<file path="src/rtl/vmem_pkg.sv">
// Shared types and constants for the vector memory sequencer: element geometry, address width,
// FSM state encoding and the wrapping element-address helper.
package vmem_pkg;

  localparam int unsigned ELEMENTS = 16;
  localparam int unsigned ELEM_W   = 16;
  localparam int unsigned ADDR_W   = 19;
  localparam int unsigned SLOT_W   = $clog2(ELEMENTS);
  // One extra bit so a full-vector count of ELEMENTS is representable.
  localparam int unsigned IDX_W    = SLOT_W + 1;

  typedef logic [ELEMENTS-1:0][ELEM_W-1:0] elem_vec_t;

  typedef enum logic [2:0] {
    StIdle,
    StWrite,
    StRead,
    StDrain,
    StDone
  } vmem_state_t;

  // Address of element idx; wraps modulo 2^ADDR_W.
  function automatic logic [ADDR_W-1:0] elem_addr(input logic [ADDR_W-1:0] base,
                                                  input logic [IDX_W-1:0]  idx);
    return base + ADDR_W'(idx);
  endfunction

endpackage

</file>
<file path="src/rtl/vmem_read_gather.sv">
// Tracks in-flight RAM reads with a MemLat-deep tag pipe and scatters returning words into the
// element buffer at the slot carried by each tag.
module vmem_read_gather
  import vmem_pkg::*;
#(
  parameter int unsigned MemLat = 1
) (
  input  logic              clk_i,
  input  logic              rst_i,
  input  logic              clear_i,
  input  logic              push_i,
  input  logic [SLOT_W-1:0] push_idx_i,
  input  logic [ELEM_W-1:0] rdata_i,
  output elem_vec_t         buf_o,
  output logic              empty_o
);

  logic [MemLat-1:0]             tag_valid_q, tag_valid_d;
  logic [MemLat-1:0][SLOT_W-1:0] tag_idx_q, tag_idx_d;
  elem_vec_t                     buf_q, buf_d;

  always_comb begin
    tag_valid_d[0] = push_i;
    tag_idx_d[0]   = push_idx_i;
    for (int i = 1; i < int'(MemLat); i++) begin
      tag_valid_d[i] = tag_valid_q[i-1];
      tag_idx_d[i]   = tag_idx_q[i-1];
    end

    buf_d = buf_q;
    if (tag_valid_q[MemLat-1]) begin
      buf_d[tag_idx_q[MemLat-1]] = rdata_i;
    end

    if (clear_i) begin
      tag_valid_d = '0;
      buf_d       = '0;
    end

    // Empty once the oldest tag retires this cycle: only the final stage may still be valid.
    empty_o = 1'b1;
    for (int i = 0; i < int'(MemLat) - 1; i++) begin
      if (tag_valid_q[i]) empty_o = 1'b0;
    end
  end

  always_ff @(posedge clk_i or posedge rst_i) begin
    if (rst_i) begin
      tag_valid_q <= '0;
      tag_idx_q   <= '0;
      buf_q       <= '0;
    end else begin
      tag_valid_q <= tag_valid_d;
      tag_idx_q   <= tag_idx_d;
      buf_q       <= buf_d;
    end
  end

  assign buf_o = buf_q;

endmodule

</file>
<file path="src/rtl/vec_mem_sequencer.sv">
// MEM-stage sequencer: walks vector/scalar loads and stores one element per cycle over the 16-bit
// RAM, stalls the pipeline while busy and presents gathered load data to MEM/WB.
module vec_mem_sequencer
  import vmem_pkg::*;
#(
  parameter int unsigned MemLat = 1,
  parameter int unsigned CntW   = 19
) (
  input  logic                       clk_i,
  input  logic                       rst_i,
  input  logic                       req_valid_i,
  input  logic                       req_write_i,
  input  logic                       req_vector_i,
  input  logic [ADDR_W-1:0]          base_addr_i,
  input  logic [ELEMENTS*ELEM_W-1:0] wdata_vec_i,
  input  logic [ELEM_W-1:0]          wdata_scalar_i,
  input  logic [4:0]                 rd_in_i,
  input  logic [ELEM_W-1:0]          mem_rdata_i,
  output logic [ADDR_W-1:0]          mem_addr_o,
  output logic [ELEM_W-1:0]          mem_wdata_o,
  output logic                       mem_wren_o,
  output logic                       stall_o,
  output logic                       done_o,
  output logic [ELEMENTS*ELEM_W-1:0] rdata_vec_o,
  output logic [4:0]                 rd_out_o,
  output logic [CntW-1:0]            stall_cycles_o,
  input  logic                       cnt_clr_i
);

  localparam logic [IDX_W-1:0] IdxOne  = IDX_W'(1);
  localparam logic [IDX_W-1:0] IdxFull = IDX_W'(ELEMENTS);

  vmem_state_t       state_q, state_d;
  logic [ADDR_W-1:0] base_q, base_d;
  elem_vec_t         wdata_q, wdata_d;
  logic [4:0]        rd_q, rd_d;
  logic              write_q, write_d;
  logic [IDX_W-1:0]  idx_q, idx_d;
  logic [IDX_W-1:0]  count_q, count_d;
  elem_vec_t         rdata_q;
  logic [4:0]        rd_out_q;
  logic [CntW-1:0]   stall_cnt_q, stall_cnt_d;

  logic      last_elem;
  logic      gather_push;
  logic      gather_clear;
  logic      gather_empty;
  elem_vec_t gather_buf;
  elem_vec_t rdata_vec;
  logic [4:0] rd_out;

  vmem_read_gather #(
    .MemLat(MemLat)
  ) u_gather (
    .clk_i     (clk_i),
    .rst_i     (rst_i),
    .clear_i   (gather_clear),
    .push_i    (gather_push),
    .push_idx_i(idx_q[SLOT_W-1:0]),
    .rdata_i   (mem_rdata_i),
    .buf_o     (gather_buf),
    .empty_o   (gather_empty)
  );

  always_comb begin
    state_d      = state_q;
    base_d       = base_q;
    wdata_d      = wdata_q;
    rd_d         = rd_q;
    write_d      = write_q;
    idx_d        = idx_q;
    count_d      = count_q;
    mem_addr_o   = '0;
    mem_wdata_o  = '0;
    mem_wren_o   = 1'b0;
    done_o       = 1'b0;
    gather_push  = 1'b0;
    gather_clear = 1'b0;
    last_elem    = (idx_q == count_q - IdxOne);

    unique case (state_q)
      StIdle: begin
        if (req_valid_i) begin
          base_d  = base_addr_i;
          rd_d    = rd_in_i;
          write_d = req_write_i;
          idx_d   = '0;
          count_d = req_vector_i ? IdxFull : IdxOne;
          if (req_vector_i) begin
            wdata_d = wdata_vec_i;
          end else begin
            wdata_d    = '0;
            wdata_d[0] = wdata_scalar_i;
          end
          gather_clear = !req_write_i;
          state_d      = req_write_i ? StWrite : StRead;
        end
      end
      StWrite: begin
        mem_addr_o  = elem_addr(base_q, idx_q);
        mem_wdata_o = wdata_q[idx_q[SLOT_W-1:0]];
        mem_wren_o  = 1'b1;
        idx_d       = idx_q + IdxOne;
        if (last_elem) state_d = StDone;
      end
      StRead: begin
        mem_addr_o  = elem_addr(base_q, idx_q);
        gather_push = 1'b1;
        idx_d       = idx_q + IdxOne;
        if (last_elem) state_d = StDrain;
      end
      StDrain: begin
        if (gather_empty) state_d = StDone;
      end
      StDone: begin
        done_o  = 1'b1;
        state_d = StIdle;
      end
      default: state_d = StIdle;
    endcase
  end

  // Load results appear in the DONE cycle straight from the buffer, then are held in rdata_q.
  always_comb begin
    if (state_q == StDone && !write_q) begin
      rdata_vec = gather_buf;
      rd_out    = rd_q;
    end else begin
      rdata_vec = rdata_q;
      rd_out    = rd_out_q;
    end
  end

  assign rdata_vec_o = rdata_vec;
  assign rd_out_o    = rd_out;

  assign stall_o = !rst_i && ((state_q == StIdle && req_valid_i) || state_q == StWrite ||
                              state_q == StRead || state_q == StDrain);

  always_comb begin
    stall_cnt_d = stall_cnt_q;
    if (cnt_clr_i) begin
      stall_cnt_d = '0;
    end else if (stall_o && stall_cnt_q != '1) begin
      stall_cnt_d = stall_cnt_q + CntW'(1);
    end
  end

  assign stall_cycles_o = stall_cnt_q;

  always_ff @(posedge clk_i or posedge rst_i) begin
    if (rst_i) begin
      state_q     <= StIdle;
      base_q      <= '0;
      wdata_q     <= '0;
      rd_q        <= '0;
      write_q     <= 1'b0;
      idx_q       <= '0;
      count_q     <= '0;
      rdata_q     <= '0;
      rd_out_q    <= '0;
      stall_cnt_q <= '0;
    end else begin
      state_q     <= state_d;
      base_q      <= base_d;
      wdata_q     <= wdata_d;
      rd_q        <= rd_d;
      write_q     <= write_d;
      idx_q       <= idx_d;
      count_q     <= count_d;
      rdata_q     <= rdata_vec;
      rd_out_q    <= rd_out;
      stall_cnt_q <= stall_cnt_d;
    end
  end

endmodule

</file>
<file path="config.mk">
export PLATFORM = sky130hd
export DESIGN_NAME = vec_mem_sequencer
export DESIGN_NICKNAME = d
export VERILOG_FILES = /design/src/rtl/vmem_pkg.sv /design/src/rtl/vmem_read_gather.sv /design/src/rtl/vec_mem_sequencer.sv
export SDC_FILE = /design/constraint.sdc
export NUM_CORES = 2
export LEC_CHECK = 0
export ABC_CLOCK_PERIOD_IN_PS = 50300
export CAP_MARGIN = 20
export CORE_MARGIN = 3
export CORE_UTILIZATION = 59
export CTS_BUF_LIST = sky130_fd_sc_hd__clkbuf_2
export CTS_CLUSTER_DIAMETER = 100
export DETAILED_ROUTE_END_ITERATION = 6
export GPL_TIMING_DRIVEN = 0
export PLACE_DENSITY = 0.86
export SETUP_SLACK_MARGIN = 0.02
export SLEW_MARGIN = 5
export SYNTH_ARGS = -nofsm -noshare
export SYNTH_HDL_FRONTEND = slang
export SYNTH_HIERARCHICAL = 1
export SYNTH_SLANG_ARGS = --single-unit
export TNS_END_PERCENT = 50
</file>
<file path="constraint.sdc">
create_clock -name clk_i -period 50.3 [get_ports clk_i]
set_input_delay 7.545 -clock clk_i [delete_from_list [all_inputs] [get_ports clk_i]]
set_output_delay 7.545 -clock clk_i [all_outputs]
set_load 0.02 [all_outputs]
</file>
==> impl_metrics.env <==
export IMPL_slowest_stage="clkdlybuf4s50_1"
export IMPL_gp_congestion=0.991
export IMPL_ys_async_sr_fraction_pct=100
export IMPL_period_minus_slack_ps=17140
export IMPL_critPathArrivalTime_ps=9600
export IMPL_synth_seq_cells=832
export IMPL_initial_core_util_pct=60.1
export IMPL_yosysSeqAreaShare_pct=57.0
export IMPL_maxCapViolCount=0
export IMPL_area_delta_synth_final_pct=25.3
export IMPL_num_rows=90
export IMPL_holdBufCountCts=0
export IMPL_ir_drop_uv=28.0
export IMPL_coreArea_um2=60800
export IMPL_dr_total_vias=28100
export IMPL_grt_pass1_wl_um=172000
export IMPL_fin_crit_sh_pct=34.1
export IMPL_port_buffers=634
export IMPL_synthesis_nets=3416
export IMPL_maxSlewHeadroom_pct=27.6
export IMPL_die_area_um2=64900
export IMPL_fp_dieH_um=255
export IMPL_drive_gt1_share_pct=19.0
export IMPL_antenna_found_initial=12
export IMPL_status="complete, no violations"
export IMPL_drtPass1Iterations=6
export IMPL_clock_sinks=832
export IMPL_track_usage_pct=36.0
export IMPL_cts_setup_buffers=0
export IMPL_antenna_left=0
export IMPL_setup_viol=0
export IMPL_worstSetupPathType="primary input to output port"
export IMPL_avgSynthCellArea_um2=11.8
export IMPL_rsz0062_at_grt="false"
export IMPL_tightestPinTransition_ps=1090
export IMPL_dp_hpwl_um=86500
export IMPL_hold_violations=0
export IMPL_stdcell_area_um2=45800
export IMPL_place_inst=4513
export IMPL_synth_cell_types=62
export IMPL_grt_pass1_vias=28500
export IMPL_stdcell_count=4867
export IMPL_cts_tree="done"
export IMPL_crit_required_ps=42750
export IMPL_drv_slew=0
export IMPL_synth_area_leaders="dfrtp_1, mux2i_1, mux2_2"
export IMPL_crit_path_max_fanout=10
export IMPL_crit_path_frequent_cell="clkdlybuf4s50_1"
export IMPL_cts_made_buffers=203
export IMPL_overflow=0
export IMPL_tns_ps=0
export IMPL_synth_edf_count=0
export IMPL_min_path_type="flop to flop"
export IMPL_grt_max_degree=128
export IMPL_dpl_instance_area_um2=44000
export IMPL_powerDensity_nw_per_um2=57.2
export IMPL_synthFlopType="dfrtp_1"
export IMPL_cp_end_kind="output port"
export IMPL_max_freq_mhz=58.3
export IMPL_clk_insertion_delay_late_ps=1390
export IMPL_die_w_um=255
export IMPL_cpPeakStageDelay_ps=670
export IMPL_startpoint_type="primary input"
export IMPL_io_pins=636
export IMPL_synth_top_area_cell="dfrtp_1"
export IMPL_cts_htree_levels=4
export IMPL_cts_resized=0
export IMPL_cts_root_buffer="clkbuf_2"
export IMPL_clk_pin_slew_ps=100
export IMPL_viasPerCell=5.76
export IMPL_ys_warn_count=6
export IMPL_synth_top_area_share_pct=57.0
export IMPL_fin_skew_ps=108
export IMPL_netlist_instances=3090
export IMPL_drtIter0Drc=2480
export IMPL_remaining_drc_errors=0
export IMPL_netlist_area_um2=36500
export IMPL_wl_per_cell_um=24.0
export IMPL_crit_chain="clkdlybuf4s50_1 -> nor2_1 -> nand2_1 -> buf_2 -> inv_1 -> clkdlybuf4s50_1"
export IMPL_clockBufferDepth=3
export IMPL_nets=4262
export IMPL_wl_um=117000
export IMPL_p_leak_nw=23.2
-- area by class of cell --
type                    count  area [um2]
diodes                     10        25.0
plain buffers             244        1220
clock buffers             291        1460
clock inverters            53         249
fillers                  4031       15000
inverters                  13        63.8
multi-input cells        2001       14400
flip-flops and latches    832       20800
well taps                 782         978
repair buffers            641        6520
-- cells in the final DEF (no fill, tap or decap), drive strengths merged, types with 10 or more instances in the layout --
cell type,Yosys,routed
diode,0,10
clkinv,0,42
dfrtp,832,832
mux2,273,273
a21oi,34,34
o21ai,15,15
clkdlybuf4s50,0,634
nand2,585,585
mux4,64,64
nor2b,16,16
buf,113,120
inv,13,20
clkbuf,131,422
o22ai,16,16
nand4,11,11
nand2b,280,280
mux2i,308,308
nand3,256,256
nor2,40,40
-- path summary, 6_finish.rpt --
kind                            start               endpoint  slack, ps  depth (start not counted)
max                             rst_i                stall_o      33160                          6
min                          idx_q[0]  u_gather/tag_idx_q[0]        460                          0
max reg2reg                state_q[1]    u_gather/buf_o[117]      46360                         10
min reg2reg                  idx_q[0]  u_gather/tag_idx_q[0]        460                          0
max in group asynchronous       rst_i            wdata_q[52]      41530                          4
min in group asynchronous       rst_i    u_gather/buf_o[162]       6930                          2
-- layer usage --
layer | vias to the layer above | part of all wire (%) | GRT usage [%] | routed length (um)
li1 | 12300 | - | - | -
met1 | 14100 | 37 | 43.6 | 43100
met2 | 1338 | 49 | 59.1 | 57400
met4 | 10 | 5.6 | 19.7 | 6500
met5 | - | 0.070 | 0 | 82
met3 | 324 | 8.5 | 9.64 | 9900
-- synthesized netlist by cell type (all sizes together) (9+ instances only) --
master and count:
a211oi 9, a21oi 34, buf 113, clkbuf 131, dfrtp 832, inv 13, mux2 273, mux2i 308
mux4 64, nand2 585, nand2b 280, nand3 256, nand4 11, nor2 40, nor2b 16, o21ai 15
o22ai 16
-- report_power, final --
part	switching [mW]	total (mW)	internal (mW)
Combinational	0.629	1.12	0.488
Sequential	0.138	1.07	0.935
Clock	0.270	0.429	0.159
-- through the flow --
step	total power [mW]	util (%)	hold slack (ps)	worst slack, ps
after floorplan	1.71	-	373	26780
after global placement	2.15	72.1	444	19920
after detailed placement	2.19	72.4	450	33180
after CTS	2.62	75.2	470	33180
after global routing	2.76	75.2	484	33090
final	2.62	75.3	461	33160
-- state kept, by name, summed over array words and instances (netlist names), 2 cells and up --
| register | flops |
|---|---|
| base_q | 19 |
| count_q | 2 |
| idx_q | 5 |
| rd_out_q | 5 |
| rd_q | 5 |
| rdata_q | 256 |
| stall_cycles_o | 19 |
| state_q | 3 |
| u_gather/buf_o | 256 |
| u_gather/tag_idx_q | 4 |
| wdata_q | 256 |
-- worst max-delay path, delay by kind of cell --
kind,cells,cell delay [ps]
simple gates,2,480
buf+inv,4,1570
-- kinds of logic (layout without fill, tap and decap cells) --
| group | Yosys count | in the layout | synth area share [%] |
|---|---|---|---|
| simple gates | 1243 | 1243 | 16.6 |
| flops | 832 | 832 | 57.0 |
| mux | 645 | 645 | 20.8 |
| buf+inv | 257 | 1242 | 3.48 |
| compound gates | 98 | 98 | 1.65 |
| fa+ha+maj | 8 | 8 | 0.295 |
| xor+xnor | 6 | 6 | 0.144 |
| other cells | 1 | 11 | 0.0103 |
No activity file was read; power rests on OpenSTA's default activity.
